### src/rtl/split_sampler_pkg.sv
// Shared constants, FSM state encoding and the LFSR step function for the
// split-constraint solution sampler.
package split_sampler_pkg;

    localparam int unsigned LFSR_W    = 32;
    localparam logic [31:0] LFSR_MASK = 32'h80200003;

    typedef logic [2:0] state_t;

    localparam state_t ST_IDLE = 3'd0;
    localparam state_t ST_FILL = 3'd1;
    localparam state_t ST_EVAL = 3'd2;
    localparam state_t ST_EMIT = 3'd3;
    localparam state_t ST_DONE = 3'd4;
    localparam state_t ST_FAIL = 3'd5;

    // One Galois step: shift right, fold the mask back in when a 1 falls out.
    function automatic logic [LFSR_W-1:0] lfsr_next(input logic [LFSR_W-1:0] word);
        logic [LFSR_W-1:0] nxt;
        nxt = {1'b0, word[LFSR_W-1:1]};
        if (word[0]) begin
            nxt = nxt ^ LFSR_MASK;
        end else begin
            nxt = nxt;
        end
        return nxt;
    endfunction

endpackage

### src/rtl/split_lfsr32.sv
// 32-bit Galois LFSR with seed load, zero-seed guard and enable-gated stepping.
module split_lfsr32
    import split_sampler_pkg::*;
(
    input  logic              clk,
    input  logic              rst,
    input  logic              load,
    input  logic [LFSR_W-1:0] seed,
    input  logic              step,
    output logic [LFSR_W-1:0] word
);

    // Load has priority over step; an all-zero seed would lock the LFSR, so it becomes 1.
    always_ff @(posedge clk) begin
        if (rst) begin
            word <= 32'h0000_0001;
        end else if (load) begin
            word <= (seed == 32'h0000_0000) ? 32'h0000_0001 : seed;
        end else if (step) begin
            word <= lfsr_next(word);
        end
    end

endmodule

### src/rtl/split_solution_sampler.sv
// Generates pseudo-random candidate vectors, hands them to an external
// constraint checker and streams the satisfying ones out over valid/ready.
module split_solution_sampler
    import split_sampler_pkg::*;
#(
    parameter int unsigned VEC_W     = 224,
    parameter int unsigned MAX_TRIES = 1024,
    parameter int unsigned CNT_W     = 16
) (
    input  logic             clk,
    input  logic             rst,
    input  logic             start,
    input  logic [31:0]      seed,
    input  logic [CNT_W-1:0] num_sol,
    output logic [VEC_W-1:0] cand,
    output logic             cand_vld,
    input  logic             verdict,
    input  logic             verdict_vld,
    output logic             sol_valid,
    input  logic             sol_ready,
    output logic [VEC_W-1:0] sol_data,
    output logic [CNT_W-1:0] tries,
    output logic             busy,
    output logic             done,
    output logic             fail
);

    localparam int unsigned      NUM_WORDS  = VEC_W / LFSR_W;
    localparam int unsigned      FILL_W     = (NUM_WORDS > 1) ? $clog2(NUM_WORDS) : 1;
    localparam logic [FILL_W-1:0] LAST_WORD = FILL_W'(NUM_WORDS - 1);
    localparam logic [CNT_W-1:0] TRIES_MAX  = CNT_W'(MAX_TRIES);
    localparam logic [CNT_W-1:0] TRIES_LAST = CNT_W'(MAX_TRIES - 1);

    state_t              state_r;
    logic [FILL_W-1:0]   fill_idx_r;
    logic [CNT_W-1:0]    sol_cnt_r;
    logic [CNT_W-1:0]    num_sol_r;
    logic [CNT_W-1:0]    sol_cnt_inc_s;
    logic [LFSR_W-1:0]   lfsr_word_s;
    logic                lfsr_load_s;
    logic                lfsr_step_s;

    split_lfsr32 u_lfsr (
        .clk  (clk),
        .rst  (rst),
        .load (lfsr_load_s),
        .seed (seed),
        .step (lfsr_step_s),
        .word (lfsr_word_s)
    );

    // LFSR seeds only on an accepted start and steps only while filling.
    always_comb begin
        lfsr_load_s   = 1'b0;
        lfsr_step_s   = 1'b0;
        sol_cnt_inc_s = sol_cnt_r + CNT_W'(1);
        if (state_r == ST_IDLE) begin
            lfsr_load_s = start;
        end else begin
            lfsr_load_s = 1'b0;
        end
        if (state_r == ST_FILL) begin
            lfsr_step_s = 1'b1;
        end else begin
            lfsr_step_s = 1'b0;
        end
    end

    // Run controller: fill, evaluate, emit; done/fail are raised on the edge entering DONE/FAIL.
    always_ff @(posedge clk) begin
        if (rst) begin
            state_r    <= ST_IDLE;
            fill_idx_r <= {FILL_W{1'b0}};
            sol_cnt_r  <= {CNT_W{1'b0}};
            num_sol_r  <= {CNT_W{1'b0}};
            cand       <= {VEC_W{1'b0}};
            cand_vld   <= 1'b0;
            sol_valid  <= 1'b0;
            sol_data   <= {VEC_W{1'b0}};
            tries      <= {CNT_W{1'b0}};
            busy       <= 1'b0;
            done       <= 1'b0;
            fail       <= 1'b0;
        end else begin
            done <= 1'b0;
            fail <= 1'b0;
            case (state_r)
                ST_IDLE: begin
                    if (start) begin
                        num_sol_r  <= (num_sol == {CNT_W{1'b0}}) ? CNT_W'(1) : num_sol;
                        tries      <= {CNT_W{1'b0}};
                        sol_cnt_r  <= {CNT_W{1'b0}};
                        fill_idx_r <= {FILL_W{1'b0}};
                        busy       <= 1'b1;
                        state_r    <= ST_FILL;
                    end
                end
                ST_FILL: begin
                    cand[fill_idx_r*LFSR_W +: LFSR_W] <= lfsr_word_s;
                    if (fill_idx_r == LAST_WORD) begin
                        fill_idx_r <= {FILL_W{1'b0}};
                        cand_vld   <= 1'b1;
                        state_r    <= ST_EVAL;
                    end else begin
                        fill_idx_r <= fill_idx_r + FILL_W'(1);
                    end
                end
                ST_EVAL: begin
                    if (verdict_vld) begin
                        if (tries != TRIES_MAX) begin
                            tries <= tries + CNT_W'(1);
                        end
                        cand_vld <= 1'b0;
                        if (verdict) begin
                            sol_data  <= cand;
                            sol_valid <= 1'b1;
                            state_r   <= ST_EMIT;
                        end else if (tries == TRIES_LAST) begin
                            fail    <= 1'b1;
                            busy    <= 1'b0;
                            state_r <= ST_FAIL;
                        end else begin
                            state_r <= ST_FILL;
                        end
                    end
                end
                ST_EMIT: begin
                    if (sol_valid && sol_ready) begin
                        sol_valid <= 1'b0;
                        sol_cnt_r <= sol_cnt_inc_s;
                        if (sol_cnt_inc_s == num_sol_r) begin
                            done    <= 1'b1;
                            busy    <= 1'b0;
                            state_r <= ST_DONE;
                        end else if (tries == TRIES_MAX) begin
                            fail    <= 1'b1;
                            busy    <= 1'b0;
                            state_r <= ST_FAIL;
                        end else begin
                            state_r <= ST_FILL;
                        end
                    end
                end
                ST_DONE: begin
                    state_r <= ST_IDLE;
                end
                ST_FAIL: begin
                    state_r <= ST_IDLE;
                end
                default: begin
                    cand_vld  <= 1'b0;
                    sol_valid <= 1'b0;
                    busy      <= 1'b0;
                    state_r   <= ST_IDLE;
                end
            endcase
        end
    end

endmodule
### config.mk
export PLATFORM = sky130hd
export DESIGN_NAME = split_solution_sampler
export DESIGN_NICKNAME = d
export VERILOG_FILES = /design/src/rtl/split_sampler_pkg.sv /design/src/rtl/split_lfsr32.sv /design/src/rtl/split_solution_sampler.sv
export SDC_FILE = /design/constraint.sdc
export NUM_CORES = 1
export LEC_CHECK = 0
export ABC_AREA = 1
export CAP_MARGIN = 40
export CORE_MARGIN = 2
export CORE_UTILIZATION = 41
export CTS_CLUSTER_DIAMETER = 120
export DETAILED_ROUTE_END_ITERATION = 7
export GPL_TIMING_DRIVEN = 0
export PLACE_DENSITY = 0.75
export SLEW_MARGIN = 20
export SYNTH_ARGS = -nofsm -noshare
export SYNTH_HDL_FRONTEND = slang
export SYNTH_HIERARCHICAL = 1
export SYNTH_SLANG_ARGS = --single-unit
### constraint.sdc
create_clock -name clk -period 2.6 [get_ports clk]
set_input_delay 0.26 -clock clk [delete_from_list [all_inputs] [get_ports clk]]
set_output_delay 0.26 -clock clk [all_outputs]
set_load 0.005 [all_outputs]
# Word-level counts from Yosys, hierarchy flattened
# Cells that the tools add are included.
[word_totals] reg_bits=539 out_inout_bits=469 elab_cells=114
[op_classes] n_addsub=4 n_eq_ne=19 shifts=2 n_mux=49 bitwise_logic=6 reduce_logical=21
[ops] op="$bwmux W224" n=1
[ops] op="$shift A32 B34 Y224 const A" n=1
[ops] op="$shiftx A32 B34 Y224" n=1
[ops] op="$mux W32" n=4
[ops] op="$mux W16" n=5
[ops] op="$pmux W16 S2" n=2
[ops] op="$neg A8 Y34" n=1
[ops] op="$add A16 B1 Y16 const B" n=2
[ops] op="$logic_not A32 Y1" n=1
[ops] op="$mux W3" n=10
[ops] op="$mux W1" n=21
[ops] op="$eq A16 B10 Y1 const B" n=1
[ops] op="$eq A16 B11 Y1 const B" n=1
[ops] op="$eq A16 B16 Y1" n=1
[ops] op="$logic_not A16 Y1" n=1
[ops] op="$ne A16 B11 Y1 const B" n=1
[ops] op="$ne A2 B2 Y1 const B" n=7
[ops] op="$pmux W3 S4" n=1
[ops] op="$reduce_and A4 Y1" n=3
[ops] op="$eq A3 B3 Y1 const B" n=3
[ops] op="$reduce_and A3 Y1" n=3
[ops] op="$reduce_bool A2 Y1" n=4
[ops] op="$reduce_or A4 Y1" n=2
[ops] op="$reduce_and A7 Y1" n=1
[ops] op="15 further kinds" n=23

# Longest topological paths before layout
# Gate-level depths: netlist of run 1.
[depth] ltp_word=5 mapped_depth=17

# Modules after synthesis
# Netlist of run 1, hierarchy kept.
[by_module_without_submodules] module="split_solution_sampler" instances=1 cells_per_inst=2537 area_per_inst_um2=19844.0 seq_area_each_um2=10149.7
[by_module_without_submodules] module="split_lfsr32" instances=1 cells_per_inst=219 area_per_inst_um2=1575.3 seq_area_each_um2=640.6

# Worst setup path after synthesis of run 1
# Ideal clock, no wire load.
[synth_path] path_kind="register to register" startpoint="register fill_idx_r[0]" endpoint="register cand[135]" arrival_ns=2.225 required_ns=2.514 path_slack_ns=0.289 path_stages_with_launch=15 path_buffers=3 period_less_slack_ns=2.311 path_cell_list="dfxtp_1 > buf_4 > inv_2 > ha_1 > ha_1 > buf_2 > inv_2 > nor2_4 > o211ai_2 > nor2_4 > nand2_2 > inv_2 > buf_4 > nor2_1 > a211oi_1"
[synth_between] elab_chain_len=3 elab_cells_between_ends=4
[synth_lines] item="from (decl)" line="split_solution_sampler.sv:35" text="logic [FILL_W-1:0] fill_idx_r;"
[synth_lines] item="from (signal assigned)" line="split_solution_sampler.sv:73" text="fill_idx_r <= {FILL_W{1'b0}};"
[synth_lines] item="from (signal assigned)" line="split_solution_sampler.sv:93" text="fill_idx_r <= {FILL_W{1'b0}};"
[synth_lines] item="from (signal assigned)" line="split_solution_sampler.sv:101" text="fill_idx_r <= {FILL_W{1'b0}};"
[synth_lines] item="$neg A8 Y34 *" line="split_solution_sampler.sv:99" text="cand[fill_idx_r*LFSR_W +: LFSR_W] <= lfsr_word_s;"
[synth_lines] item="$shiftx A32 B34 Y224 / $shift A32 B34 Y224 (equally long branches)" line="split_solution_sampler.sv:99"
[synth_lines] item="$bwmux W224 *" line="split_solution_sampler.sv:99"
[synth_lines] item="to (signal assigned)" line="split_solution_sampler.sv:76" text="cand <= {VEC_W{1'b0}};"
[synth_lines] item="to (signal, indexed assignment)" line="split_solution_sampler.sv:99"
[synth_lines] item="to (decl)" line="split_solution_sampler.sv:15" text="output logic [VEC_W-1:0] cand,"
# Every way passes the cells marked *; elsewhere a longest branch is shown, timed or not.
# A chain may end at the register's enable or synchronous reset.

# Worst setup path in the final report of run 1
[layout_path] startpoint="register fill_idx_r[0]" endpoint="register cand[79]"
# Same word-level chain as after synthesis.

==> qor.yml, run 1 <==
clkSinkCount: 539
clk_pin_slew_ps: 70
cts_max_level: 2
ys_ff_latch: 539
finalNetCount: 3414
maxCapViolations: 0
cts_hold_buffers: 0
finalNonFillerCells: 4083
cts_root_buf: "clkbuf_16"
fin_crit_ps: 2530
relSlewSlack_pct: 39.1
mostFrequentLayoutCell: "dfxtp_1"
place_congestion: 0.985
synthCells: 2756
ff2ff_path_depth: 12
drc: 0
pwr-share-comb_pct: 23.1
synth_ff_type: "dfxtp_1"
ys_warn_count: 6
syn_nets: 2817
dp.cells: 3962
grt_max_degree: 15
die_y_um: 233
rsz0062_at_grt: "yes"
outcome: "complete, no violations"
cts_buffers: 57
track_usage_pct: 32.9
grt_pass1_vias: 21100
floorplan.rows: 83
synth_edf_count: 0
worst_pin_slew_ps: 914
grt_pass1_wl_um: 134000
endpoint_kind: "register"
ctsLongestPathBuffers: 3
power_switching_w: 0.00847
finalCritPeriodShare_pct: 97.1
hp-class: "primary input to register"
gr-total-overflow: 0
ant_nets: 0
viasPerCell: 5.62
ir_drop_mv: 0.609
drtIter0Drc: 2541
cts_tree: "built"
start_util_pct: 41.6
async_flop_share_pct: 0
avgSynthCellArea_um2: 7.77
setup_viol: 0
dieArea_um2: 54100
tns_ps: 0
fmax_mhz: 396
worstSetupPathType: "register to register"
place_area_um2: 27500
area.growth.synth_to_final_pct: 38.4
antenna_found_initial: 5
crit_fanout: 10
clock_skew_ps: 28.7
synth_cell_types: 46
cp.required_ps: 3070
sw_frac_of_total_pct: 35.6
pwr-share-seq_pct: 42.6
hpwl_um: 69900
io_pins: 523
final_cell_mix: "539 x dfxtp_1, 522 x clkdlybuf4s50_1, 430 x nand2_1"
portBuffers: 522
drive_above_1_share_pct: 8.77
fin_util_pct: 57.6
wl_per_cell_um: 22.7
crit_path_max_incr_delay_ps: 340
coreArea_um2: 51500
pwr-share-clk_pct: 34.2
firstDrtPassIters: 7
fin_hold_ws_ps: 229
slew_violations: 0
synth_area_um2: 21400
internal_power_w: 0.0153
vias: 23000
crit_slowest_cell: "dfxtp_1"
crit_chain: "buf_6 -> inv_4 -> ha_1 -> ha_2 -> buf_6 -> inv_2 -> clkbuf_4 -> nor2_4 -> nand2_2 -> clkbuf_8 -> a31oi_2 -> nor3_1"
dieWidth_um: 233
hold_violations: 0
crit_arrival_ps: 2990
drt-total-wl_um: 92800
leakagePower_nw: 10.4
start_kind: "register"
hold_path_depth: 3
clk_latency_ps: 620
powerDensity_nw_per_um2: 802
stdcell_area_um2: 29600
path_common_cell: "buf_6"
ys_seq_area_share_pct: 50.4
-- final cells by class --
class | instances | area (µm²)
timing repair buffer | 539 | 5380
antenna | 5 | 12.5
fill | 4831 | 21900
buffer | 211 | 1120
multi-input combinational | 1881 | 9180
clock buffer | 85 | 1640
clock inverter | 19 | 195
sequential | 539 | 10800
inverter | 124 | 477
tap | 680 | 851
-- logic make-up after synthesis --
logic type,synth area share (%)
AND/OR/NAND/NOR,24.0
AO/OA/AOI/OAI,17.6
flip-flops,50.4
buffers and inverters,7.06
XOR/XNOR,0.473
adder cells (fa/ha/maj),0.409
-- path summary, 6_finish.rpt --
| check | from | to | slack [ps] |
|---|---|---|---|
| setup / recovery | fill_idx_r[0] | cand[79] | 70 |
| hold / removal | seed[29] | u_lfsr/word[29] | 230 |
| setup reg to reg | fill_idx_r[0] | cand[79] | 70 |
| hold reg to reg | sol_data[99] | sol_data[99] | 460 |
-- power by group through the flow --
stage	Clock (W)	Sequential (W)	Combinational, W
after detailed placement	0	0.0102	0.00515
final	0.00814	0.0101	0.00550
after global placement	0	0.0102	0.00510
after floorplan	0	0.00950	0.00310
after CTS	0.00817	0.0101	0.00524
after global routing	0.00852	0.0101	0.00588
-- cell usage after synthesis (2+ instances only) --
cell        n  share of area (%)
dfxtp_1   539                 50
nand2_1   433                7.6
a21oi_1   430                 10
nand3_1   334                7.8
nor2_1    225                3.9
o21ai_0   218                5.1
clkbuf_1  112                2.0
inv_1     101                1.8
nor3_1     62                1.4
buf_2      58                1.4
nand4_1    31               0.91
a211oi_1   26               0.91
buf_4      24               0.84
inv_2      21               0.37
o21ai_1    15               0.35
a31oi_1    13               0.38
nand2_2    13               0.38
nor2_4     13               0.68
nor2_2     11               0.32
a41oi_1    10               0.41
buf_6      10               0.53
ha_1        7               0.41
buf_1       6               0.11
nor4_1      6               0.18
xor2_1      5               0.20
xnor2_1     4               0.16
nand3_2     3               0.14
o21ai_2     3               0.12
a221oi_1    2              0.082
clkinv_1    2              0.035
nand3_4     2               0.16
nor2_8      2               0.19
o211ai_1    2              0.070
-- registers in the layout, summed over array words and instances (netlist names) --
signal / flops
fill_idx_r: 3
sol_cnt_r: 16
done: 1
fail: 1
busy: 1
sol_data: 224
state_r: 3
num_sol_r: 16
cand_vld: 1
sol_valid: 1
cand: 224
u_lfsr/word: 32
tries: 16
-- worst max-delay path, delay by kind of cell, from the launching register on --
| family | cells | cell delay (ps) |
|---|---|---|
| simple gates | 3 | 360 |
| flops | 1 | 340 |
| fa+ha+maj | 2 | 540 |
| compound gates | 1 | 210 |
| buf+inv | 6 | 920 |
-- layer usage --
| metal | track usage, % | vias to the layer above | routed length (µm) |
|---|---|---|---|
| met3 | 6.35 | 246 | 8100 |
| li1 | - | 10600 | - |
| met5 | 0 | - | 0 |
| met4 | 15.4 | 0 | 4760 |
| met1 | 42.5 | 10900 | 37500 |
| met2 | 53.0 | 1249 | 42300 |
-- timing repair --
item | in CTS | in global routing
buffers inserted | 3 | 9
resized for setup | 31 | 38
cloned | 0 | 0
pin swaps | 2 | 2
endpoints found under the setup margin | 195 | 255
-- stage by stage --
step	setup WS, ps	total power [W]
finish	75.0	0.0238
global route	-16.2	0.0245
CTS	-2.75	0.0235
detailed placement	-494	0.0154
global placement	-654	0.0153
floorplan	289	0.0126
No activity file was read; power rests on OpenSTA's default activity.
==> run 2, diff against run 1 <==
==> constraint.sdc (replaced) <==
create_clock -name clk -period 2.5 [get_ports clk]
set_input_delay 0.25 -clock clk [delete_from_list [all_inputs] [get_ports clk]]
set_output_delay 0.25 -clock clk [all_outputs]
set_load 0.005 [all_outputs]
==> run 2 against run 1 <==
Compared with the run above:
- die area did not move
- register-to-register slack improved by 30 ps
- critical path depth rose by 2
- fmax rose by 5.3%
- critical path type unchanged
- largest cell class unchanged
- largest power group unchanged
==> qor.yml, run 2 (synthesis results as in run 1) <==
endpoint_kind: "register"  # unchanged
drive_above_1_share_pct: 8.86  # was 8.77%
cts_max_level: 2  # unchanged
antenna_found_initial: 5  # unchanged
finalPower_w: 0.0248  # was 0.0238 W
drtIter0Drc: 2414  # was 2,541
hp-class: "primary input to register"  # unchanged
cts_root_buf: "clkbuf_16"  # unchanged
fin_crit_ps: 2400  # was 2530 ps
area.growth.synth_to_final_pct: 38.6  # was 38.4%
vias: 23000  # about the same
final_cell_mix: "538 x dfxtp_1, 522 x clkdlybuf4s50_1, 430 x nand2_1"  # was 539 x dfxtp_1, 522 x clkdlybuf4s50_1, 430 x nand2_1
die_y_um: 233  # unchanged
outcome: "complete, no violations"  # unchanged
clkSinkCount: 539  # unchanged
relSlewSlack_pct: 39.6  # was 39.1%
firstDrtPassIters: 6  # was 7
start_util_pct: 41.6  # unchanged
leakagePower_nw: 10.4  # about the same
fin_hold_ws_ps: 220  # was 229 ps
drc: 0  # unchanged
cts_hold_buffers: 0  # unchanged
io_pins: 523  # unchanged
grt_max_degree: 15  # unchanged
wl_per_cell_um: 22.8  # was 22.7 µm
cts_buffers: 57  # unchanged
place_area_um2: 27500  # unchanged
finalWorstSetupSlack_ps: 103  # was 75.0 ps
stdcell_area_um2: 29700  # was 29,600 µm²
ir_drop_mv: 0.633  # was 0.609 mV
start_kind: "register"  # unchanged
grt_pass1_wl_um: 134000  # about the same
ctsLongestPathBuffers: 3  # unchanged
dieArea_um2: 54100  # unchanged
cts_tree: "built"  # unchanged
powerDensity_nw_per_um2: 835  # was 802 nW/µm²
place_ws_ps: -584  # was -494 ps
crit_arrival_ps: 2860  # was 2990 ps
place_congestion: 0.985  # unchanged
portBuffers: 522  # unchanged
cp.required_ps: 2960  # was 3070 ps
grt_pass1_vias: 21100  # about the same
crit_fanout: 10  # unchanged
floorplan.rows: 83  # unchanged
ant_nets: 0  # unchanged
top_regs: "cand (224), sol_data (224), u_lfsr/word (32)"  # unchanged
fmax_mhz: 417  # was 396 MHz
clk_latency_ps: 620  # about the same
slew_violations: 0  # unchanged
clk_pin_slew_ps: 70  # about the same
clock_skew_ps: 25.1  # was 28.7 ps
drt-total-wl_um: 92900  # was 92,800 µm
finalCritPeriodShare_pct: 95.9  # was 97.1%
finalNetCount: 3412  # was 3,414
mostFrequentLayoutCell: "dfxtp_1"  # unchanged
viasPerCell: 5.63  # was 5.62
track_usage_pct: 33.0  # was 32.9%
setup_viol: 0  # unchanged
worstSetupPathType: "register to register"  # unchanged
dieWidth_um: 233  # unchanged
maxCapViolations: 0  # unchanged
gr-total-overflow: 0  # unchanged
hpwl_um: 69900  # unchanged
hold_violations: 0  # unchanged
worst_pin_slew_ps: 906  # was 914 ps
coreArea_um2: 51500  # unchanged
==> run 2: cell types whose count changed in the layout (fill, tap and decap cells not counted), moves of 3 or more <==
cell      delta
o21ai_2      +3
o21ai_1      -3
clkbuf_2     +4
buf_2        -5
==> run 2: report_power, final <==
part | leakage (nW) | total [W] | internal [W] | switching [W]
combinational | 5.19 | 0.00577 | 0.00191 | 0.00386
sequential | 4.35 | 0.0105 | 0.00919 | 0.00135
clock | 0.899 | 0.00847 | 0.00485 | 0.00362
total | 10.4 | 0.0248 | 0.0159 | 0.00884
==> run 2: final timing paths <==
kind	startpoint	end	slack, ps	cells after the start
worst max-delay path	fill_idx_r[0]	cand[205]	100	14
worst min-delay path	seed[26]	u_lfsr/word[26]	220	3
worst max register to register	fill_idx_r[0]	cand[205]	100	14
worst min register to register	sol_data[134]	sol_data[134]	460	2
==> run 2: cell type report <==
type                    count  area (µm²)
plain buffers             211        1140
multi-input cells        1881        9200
well taps                 680         851
diodes                      4        10.0
fillers                  4826       21800
inverters                 124         477
flip-flops and latches    539       10800
repair buffers            537        5370
clock inverters            19         195
clock buffers              85        1640
==> run 2: worst max-delay path, stage by stage, from the launching register on <==
cell	delay, ps
dfxtp_2	340
buf_6	110
inv_4	70
ha_1	230
ha_4	210
nor2_8	160
inv_2	80
nor2_4	150
inv_2	70
nor2_4	190
nand3_4	150
inv_2	120
buf_6	140
buf_6	140
a211oi_1	70
==> run 2: repair_timing <==
item,in CTS,in global routing
setup endpoints to repair,254,322
resized for setup,38,45
setup buffers,4,6
pin swaps,2,6
==> run 2: metrics by stage <==
| stage | TNS (ps) | cells | util [%] |
|---|---|---|---|
| 2_1_floorplan | 0 | 2756 | - |
| 3_3_place_gp | -151690 | 3958 | 53.4 |
| 3_5_place_dp | -166410 | 3962 | 53.5 |
| 4_1_cts | 0 | 4070 | 57.3 |
| 5_1_grt | -2.49 | 4080 | 57.6 |
| 6_report | 0 | 4080 | 57.6 |
==> run 2: routing by layer <==
layer	track usage (%)	wire [µm]	up-vias
met2	53.1	42500	1309
met4	15.1	4570	2
li1	-	-	10600
met3	6.10	8750	250
met5	0	12	-
met1	42.8	37000	10800
==> run 3, diff against run 2 <==
--- a/config.mk
+++ b/config.mk
@@ -11,7 +11,6 @@
 export CORE_UTILIZATION = 41
 export CTS_CLUSTER_DIAMETER = 120
 export DETAILED_ROUTE_END_ITERATION = 7
-export GPL_TIMING_DRIVEN = 0
 export PLACE_DENSITY = 0.75
 export SLEW_MARGIN = 20
 export SYNTH_ARGS = -nofsm -noshare
==> run 3 against run 2 <==
Compared with the run above:
- count of clock-buffer cells in the layout decreased by 2
- die area unchanged
- clock skew is 2.3 ps higher
- first-iteration DRC count is 4.8% lower
- sequential power about the same
- design area is 1.2% lower
- register-to-register slack better by 140 ps
- via count decreased by 5.8%
- combinational power down 4.0%
- largest power group unchanged
==> qor.yml, run 3 (synthesis results as in run 1) <==
start_kind: "register"  # unchanged
cts_root_buf: "clkbuf_16"  # unchanged
path_common_cell: "inv_2"
dieWidth_um: 233  # unchanged
hp-class: "primary input to register"  # unchanged
finalCritPeriodShare_pct: 90.4  # was 95.9%
hpwl_um: 58600  # was 69,900 µm
fin_crit_ps: 2260  # was 2400 ps
gr-total-overflow: 0  # unchanged
crit_fanout: 23  # was 10
grt_max_degree: 195  # was 15
clk_latency_ps: 630  # was 620 ps
crit_slowest_cell: "dfxtp_2"  # unchanged
worstSetupPathType: "register to register"  # unchanged
cp.required_ps: 3050  # was 2960 ps
n_fill_cell: 4746  # was 4,826
clock_skew_ps: 27.4  # was 25.1 ps
place_area_um2: 27100  # was 27,500 µm²
tns_ps: 0  # unchanged
postCtsSetupBuffers: 0  # was 4
drc: 0  # unchanged
area.growth.synth_to_final_pct: 36.8  # was 38.6%
crit_arrival_ps: 2810  # was 2860 ps
drtIter0Drc: 2297  # was 2,414
relSlewSlack_pct: 36.5  # was 39.6%
outcome: "complete, no violations"  # unchanged
hold_violations: 0  # unchanged
leakagePower_nw: 10.2  # was 10.4 nW
ir_drop_mv: 0.741  # was 0.633 mV
cts_tree: "built"  # unchanged
top_regs: "cand (224), sol_data (224), u_lfsr/word (32)"  # unchanged
vias: 21600  # was 23,000
portBuffers: 522  # unchanged
fmax_mhz: 443  # was 417 MHz
powerDensity_nw_per_um2: 872  # was 835 nW/µm²
ctsLongestPathBuffers: 3  # unchanged
wl_per_cell_um: 21.3  # was 22.8 µm
start_util_pct: 41.6  # unchanged
setup_viol: 0  # unchanged
track_usage_pct: 29.4  # was 33.0%
cts_max_level: 2  # unchanged
antenna_found_initial: 3  # was 5
endpoint_kind: "register"  # unchanged
clkSinkCount: 539  # unchanged
coreArea_um2: 51500  # unchanged
clk_pin_slew_ps: 70  # about the same
drt-total-wl_um: 83400  # was 92,900 µm
maxCapViolations: 0  # unchanged
crit_chain: "inv_2 -> ha_1 -> ha_1 -> nor2_4 -> inv_2 -> nor2_4 -> nand3_4 -> inv_2 -> buf_12 -> o21ai_0 -> a41oi_1"  # was buf_6 -> inv_4 -> ha_1 -> ha_4 -> nor2_8 -> inv_2 -> nor2_4 -> inv_2 -> nor2_4 -> nand3_4 -> inv_2 -> buf_6 -> buf_6 -> a211oi_1
rsz0062_at_grt: "no"
ant_nets: 0  # unchanged
viasPerCell: 5.52  # was 5.63
drive_above_1_share_pct: 7.38  # was 8.86%
grt_pass1_wl_um: 123000  # was 134,000 µm
fin_util_pct: 56.9  # was 57.6%
cp_top_family: "buffers and inverters"  # unchanged
finalNetCount: 3250  # was 3,412
grt_pass1_vias: 19900  # was 21,100
floorplan.rows: 83  # unchanged
slew_violations: 0  # unchanged
crit_path_max_incr_delay_ps: 330  # was 340 ps
worst_pin_slew_ps: 952  # was 906 ps
mostFrequentLayoutCell: "dfxtp_1"  # unchanged
dieArea_um2: 54100  # unchanged
place_congestion: 0.929  # was 0.985
firstDrtPassIters: 6  # unchanged
final_cell_mix: "538 x dfxtp_1, 520 x clkdlybuf4s50_1, 432 x nand2_1"  # was 538 x dfxtp_1, 522 x clkdlybuf4s50_1, 430 x nand2_1
die_y_um: 233  # unchanged
io_pins: 523  # unchanged
cts_buffers: 57  # unchanged
stdcell_area_um2: 29300  # was 29,700 µm²
cp_num_buf_inv: 4  # was 7
-- run 3: report_power, final --
part           leakage, nW  internal, W  switching, W  total (W)
combinational         4.83      0.00176       0.00378    0.00554
clock                 1.04      0.00595       0.00373    0.00968
sequential            4.35      0.00919       0.00114     0.0103
-- run 3: layout make-up --
type	count	area, µm²	area share (%)
Timing Repair Buffer	585	5880	20.1
Clock buffer	83	1700	5.78
Sequential cell	539	10800	36.8
Inverter	124	468	1.60
Tap cell	680	851	2.90
Clock inverter	24	465	1.59
Multi-Input combinational cell	1882	9150	31.2
Antenna cell	1	2.50	0.00854
-- run 3: timing repair --
item / CTS / global route
hold endpoints to repair: 29 / 0
gates resized for setup: 0 / 0
setup endpoints to repair: 0 / 1
hold buffers: 1 / 0
-- run 3: final timing paths --
kind            startpoint            end  slack (ps)  cells after the start
max          fill_idx_r[0]      cand[184]         240                     11
min            verdict_vld           fail          70                      3
max reg2reg  fill_idx_r[0]      cand[184]         240                     11
min reg2reg  sol_data[141]  sol_data[141]         460                      2
-- run 3: tightest hold or removal path: stages --
cell and delay, ps:
clkbuf_8 150, nand3_1 110, a21oi_1 100
-- run 3: routing by layer --
metal | vias up | track usage, % | wire, µm
met5 | - | 0 | 30
met4 | 4 | 11.4 | 3320
met3 | 188 | 6.40 | 7330
met2 | 1046 | 48.6 | 39500
met1 | 10200 | 37.4 | 33300
li1 | 10200 | - | -
-- run 3: through the flow --
stage / hold WS, ps / power (W) / setup WS, ps / std cells
3_5_place_dp: 451 / 0.0159 / 278 / 3808
3_3_place_gp: 447 / 0.0159 / 328 / 3808
2_1_floorplan: 329 / 0.0131 / 189 / 2756
4_1_cts: 32.0 / 0.0255 / 262 / 3916
6_report: 71.3 / 0.0256 / 241 / 3918
5_1_grt: 47.5 / 0.0264 / 26.8 / 3918
